**config.mk**
```make
export PLATFORM = sky130hd
export DESIGN_NAME = if_fetch
export DESIGN_NICKNAME = d
export VERILOG_FILES = /design/src/rtl/if_fetch_pkg.sv /design/src/rtl/if_fetch.sv
export SDC_FILE = /design/constraint.sdc
export NUM_CORES = 1
export LEC_CHECK = 0
export CELL_PAD_IN_SITES_DETAIL_PLACEMENT = 0
export CELL_PAD_IN_SITES_GLOBAL_PLACEMENT = 2
export CORE_ASPECT_RATIO = 0.9
export CORE_MARGIN = 10
export CORE_UTILIZATION = 24
export DETAILED_ROUTE_END_ITERATION = 6
export PLACE_DENSITY = 0.84
export SETUP_SLACK_MARGIN = 0.15
export SYNTH_ARGS = -nofsm -noshare
export SYNTH_HDL_FRONTEND = slang
export SYNTH_SLANG_ARGS = --single-unit
```
**constraint.sdc**
```tcl
create_clock -name clk -period 2.1 [get_ports clk]
set_input_delay 0.42 -clock clk [delete_from_list [all_inputs] [get_ports clk]]
set_output_delay 0.42 -clock clk [all_outputs]
set_load 0.05 [all_outputs]
```
**src/rtl/if_fetch_pkg.sv**
```systemverilog
// rtl/if_fetch_pkg.sv - shared bus widths, stall encodings and PC helpers for if_fetch
package if_fetch_pkg;

    localparam int STALL_WD    = 6;
    localparam int BR_WD       = 33;
    localparam int IF_TO_ID_WD = 33;

    // Per-stage stall encoding: Stop freezes the stage register, NoStop lets it advance
    localparam logic Stop   = 1'b1;
    localparam logic NoStop = 1'b0;

    typedef logic [STALL_WD-1:0] stall_bus_t;

    // Sequential successor of a fetch address; wraps naturally at 32 bits
    function automatic logic [31:0] pc_seq(input logic [31:0] pc);
        return pc + 32'd4;
    endfunction

    // Fetch addresses are always word aligned, whatever decode hands us
    function automatic logic [31:0] word_align(input logic [31:0] addr);
        return {addr[31:2], 2'b00};
    endfunction

endpackage

```
**src/rtl/if_fetch.sv**
```systemverilog
// rtl/if_fetch.sv - instruction fetch stage: PC, redirect register and SRAM request FSM
module if_fetch
    import if_fetch_pkg::*;
#(
    parameter logic [31:0] RESET_PC = 32'hBFC0_0000
) (
    input  logic                   clk,
    input  logic                   rst,
    input  stall_bus_t             stall,
    input  logic [BR_WD-1:0]       br_bus,
    output logic [IF_TO_ID_WD-1:0] if_to_id_bus,
    output logic [31:0]            fetch_inst,
    output logic                   stallreq_if,
    output logic                   inst_req,
    output logic [31:0]            inst_addr,
    input  logic                   inst_addr_ok,
    input  logic                   inst_data_ok,
    input  logic [31:0]            inst_rdata
);

    localparam logic [1:0] S_IDLE = 2'd0;
    localparam logic [1:0] S_REQ  = 2'd1;
    localparam logic [1:0] S_WAIT = 2'd2;
    localparam logic [1:0] S_HOLD = 2'd3;

    logic [1:0]  state;
    logic [1:0]  state_nxt;
    logic [31:0] pc;
    logic [31:0] next_pc;
    logic        redir_v;
    logic [31:0] redir_addr;
    logic        br_e;
    logic [31:0] br_addr;
    logic        capture;
    logic        consume;
    logic        unused_stall;

    assign br_e    = br_bus[32];
    assign br_addr = br_bus[31:0];

    // Only the IF/ID and ID/EX stall bits matter to this stage
    assign unused_stall = ^{stall[STALL_WD-1:3], stall[0]};

    // The branch leaves decode on this edge; its delay slot is whatever we are fetching now
    assign capture = br_e && (stall[2] == NoStop);
    // Decode takes the buffered instruction on this edge
    assign consume = (state == S_HOLD) && (stall[1] == NoStop);

    // A branch leaving on the consume edge bypasses the redirect register entirely
    assign next_pc = word_align(capture ? br_addr : (redir_v ? redir_addr : pc_seq(pc)));

    // State register
    always_ff @(posedge clk or negedge rst) begin
        if (!rst) begin
            state <= S_IDLE;
        end else begin
            state <= state_nxt;
        end
    end

    // Next-state logic; stray handshakes outside their state are ignored
    always_comb begin
        state_nxt = state;
        case (state)
            S_IDLE: state_nxt = S_REQ;
            S_REQ:  if (inst_addr_ok) state_nxt = S_WAIT;
            S_WAIT: if (inst_data_ok) state_nxt = S_HOLD;
            S_HOLD: if (consume) state_nxt = inst_addr_ok ? S_WAIT : S_REQ;
            default: state_nxt = S_IDLE;
        endcase
    end

    // Request outputs: REQ repeats pc, a HOLD consume issues the next PC in the same cycle
    always_comb begin
        inst_req  = (state == S_REQ) || consume;
        inst_addr = consume ? next_pc : pc;
    end

    // PC, instruction buffer and pending-redirect register
    always_ff @(posedge clk or negedge rst) begin
        if (!rst) begin
            pc         <= RESET_PC;
            fetch_inst <= 32'h0;
            redir_v    <= 1'b0;
            redir_addr <= 32'h0;
        end else begin
            if ((state == S_WAIT) && inst_data_ok) begin
                fetch_inst <= inst_rdata;
            end
            if (consume) begin
                pc      <= next_pc;
                redir_v <= 1'b0;
            end else if (capture) begin
                redir_v    <= 1'b1;
                redir_addr <= br_addr;
            end
        end
    end

    assign if_to_id_bus = {(state == S_HOLD), pc};
    assign stallreq_if  = (state != S_HOLD);

endmodule
```
==> metrics.txt <==
Vias/cell=around 4.9; DR vias=5004; R2R Path End=redir_addr[4]$_DFFE_PN0P_; most common flop cell mapped by yosys=dfrtp_1; outcome=complete, but fails checks; met3 usage=0.06476; Tightest Pin Transition=between 500 and 600 ps; Die Ht=roughly 160 um; Seq/Total Area, Yosys=0.4986; clock latency on the worst-skew pair=360 ps; Mapped Cells=roughly 480; worst vdd ir=approximately 0.84 mV; I/O Buffers=between 150 and 200; RD Place Congestion=approximately 0.86; layout cells sized above 1=0.5363; Std-Cell Core Area=about 0.020 mm2; max-cap viol count=0; Post-Route WL=20010 um; number of clock sinks=97; WP data arrival=~2300 ps; unrepaired setup endpoints after global routing=true; Layout area overhead=94.99%; Worst Setup SP=pc[22]$_DFF_PN1_; CTS clk-pin slew, worst paths=70 ps; Post-synth EDFFs=0; clk_skew=about 10 ps; Antenna Nets Post-Route=0; final cell count without fillers=~1000; DR pass1 iterations=4; Min-Delay Path Class=in2async; CP Capture Type=output pin; placed insts=981; crit start category=flip-flop; #FFs+latches synth=97; worst-path maximum fanout=2; wire per inst=19.44 um; Reg2Reg Setup Slack=around 110 ps; root buf cell=clkbuf_16; Mapped Nets=about 550; DR DRC count=0; Worst Hold Slack=31.24 ps; routing usage on met2=0.2464; Hold Vio Cnt, Final=0; CTS tree=done; busiest grt layer=met2; worst r2r path cells=8; die area=~0.026 mm2; number of global-route vias before repair=roughly 5400; first-pass GRT wire length=roughly 31000 um; Leak=around 4 nW; Clock Path Buffers=2; H-tree Lvls=3; slew margin rel.=0.6432; row count=between 40 and 50; max-slew violation count=0; grt met1 use=0.1715; worst r2r src=state[0]$_DFFE_PN0P_; top cells by area, synth=dfrtp_1, mux2_2, dfstp_2, a21oi_1, nand2_1; most common cell after layout, fill and taps aside=buf_4; Crit Path Category=reg2out; Synth area leader=dfrtp_1; post-synth top area share=0.4502; setup ws final=-618.7 ps; min cycle time layout=2719 ps; grt total ovfl=0; Post-DP HPWL=15040 um; initial core utilization=0.2447; die width=about 170 um; Setup-failing EPs final=32; Netlist Area Pre-Place=approximately 0.0049 mm2; Max Fclk=between 0.3 and 0.4 GHz; post-synthesis average cell area=about 10 um2; post-synth cell types=57; overall routing resource usage=0.1476; violated checks=setup timing; WP data required=roughly 1700 ps; io pins=around 170; P per Cell Area=about 1600 mW/mm2; Synthesis Warnings=0; # nets final=843; initial antenna violation count=3; asr flop ratio synth=1.000; initial drt markers=200; commonest non-fill, non-tap cells in the layout=buf_4, dfrtp_1, clkdlybuf4s50_1; cts hold-fix bufs=0; largest net degree at the start of global routing=between 40 and 50; Num CTS Buffers=9; period utilization=1.295
## cell type report
cell class	count	area, um2
inverter	11	45.04
timing repair buffer	307	3179
multi-input combinational	341	3228
clock buffer	9	225.2
antenna	2	5.005
fill	1807	10450
tap	255	319.1
clock inverter	7	60.06
sequential	97	2475
## critical path, cell delays in order, from the launching register on
cell and delay, ps:
dfstp_4 630, nand3_4 70, or2_4 250, nor4b_4 330, o31ai_1 100, a221o_2 390
buf_12 170
## sequential cells by signal (all words and copies together), names as in the netlist
name        cells
pc             32
redir_v         1
state           2
redir_addr     30
fetch_inst     32
## layer usage
layer | part of all wire | routed length [um]
met5 | 0.00060 | 12
met4 | 0.0082 | 165
met3 | 0.087 | 1735
met2 | 0.50 | 9922
met1 | 0.41 | 8170
## cells by family after synthesis
group,share of synthesized area
adders and majority gates,0.002558
and+or+nand+nor,0.1763
muxes,0.1351
AOI/OAI and AO/OA,0.1371
DFF,0.4986
xor gates and xnor gates,0.01791
buffers and inverters,0.03249
## how the worst max path moves through the flow
| stage | to | slack [ps] |
|---|---|---|
| after floorplan | inst_addr[19] | -290 |
| after global placement | inst_addr[27] | -460 |
| after detailed placement | inst_addr[27] | -490 |
| after CTS | inst_addr[30] | -620 |
| after global routing | inst_addr[30] | -680 |
| final | inst_addr[30] | -620 |
## cell usage after synthesis, types with 2 or more instances
cell type / instances
a21o_1: 2
a21oi_1: 42
a221o_1: 4
a221oi_1: 3
a22o_1: 2
a2bb2oi_1: 2
a31o_2: 2
a31oi_1: 4
and2_1: 3
and3_1: 9
buf_1: 4
buf_2: 4
clkbuf_1: 19
dfrtp_1: 88
dfstp_2: 9
inv_1: 11
mux2_2: 56
mux2i_1: 3
nand2_1: 50
nand2b_1: 4
nand3_1: 28
nand3b_1: 4
nand4_1: 9
nand4bb_1: 2
nor2_1: 23
nor2b_1: 4
nor3_1: 8
nor3b_1: 3
nor4_1: 2
nor4_4: 2
nor4b_1: 2
o211ai_1: 2
o21ai_0: 33
o311ai_0: 3
xnor2_1: 4
xor2_1: 6
## power by group
group	switching (mW)	total [mW]	internal, mW
Sequential	0.545	3.27	2.72
Combinational	5.98	9.99	4.01
Clock	0.808	1.64	0.831
Total	7.33	14.9	7.56
## what timing repair did
| action | 4_1_cts | 5_1_grt |
|---|---|---|
| resized for setup | 143 | 28 |
| gates cloned | 1 | 3 |
| endpoints found under the setup margin | 97 | 60 |
| pin swaps | 46 | 27 |
| setup buffers | 14 | 12 |
## through the flow
stage	setup TNS [ps]	worst slack (ps)	power, mW	area, um2	utilization
after floorplan	-3716	-290.6	8.745	5461	-
after global placement	-17940	-456.2	12.81	8429	0.4217
after detailed placement	-19450	-488.8	12.92	8429	0.4217
after CTS	-11020	-624.8	14.79	9223	0.4614
after global routing	-14310	-676.9	15.61	9532	0.4769
final	-11670	-618.7	14.90	9537	0.4772
Note: power is estimated with default switching activity, not from simulation.
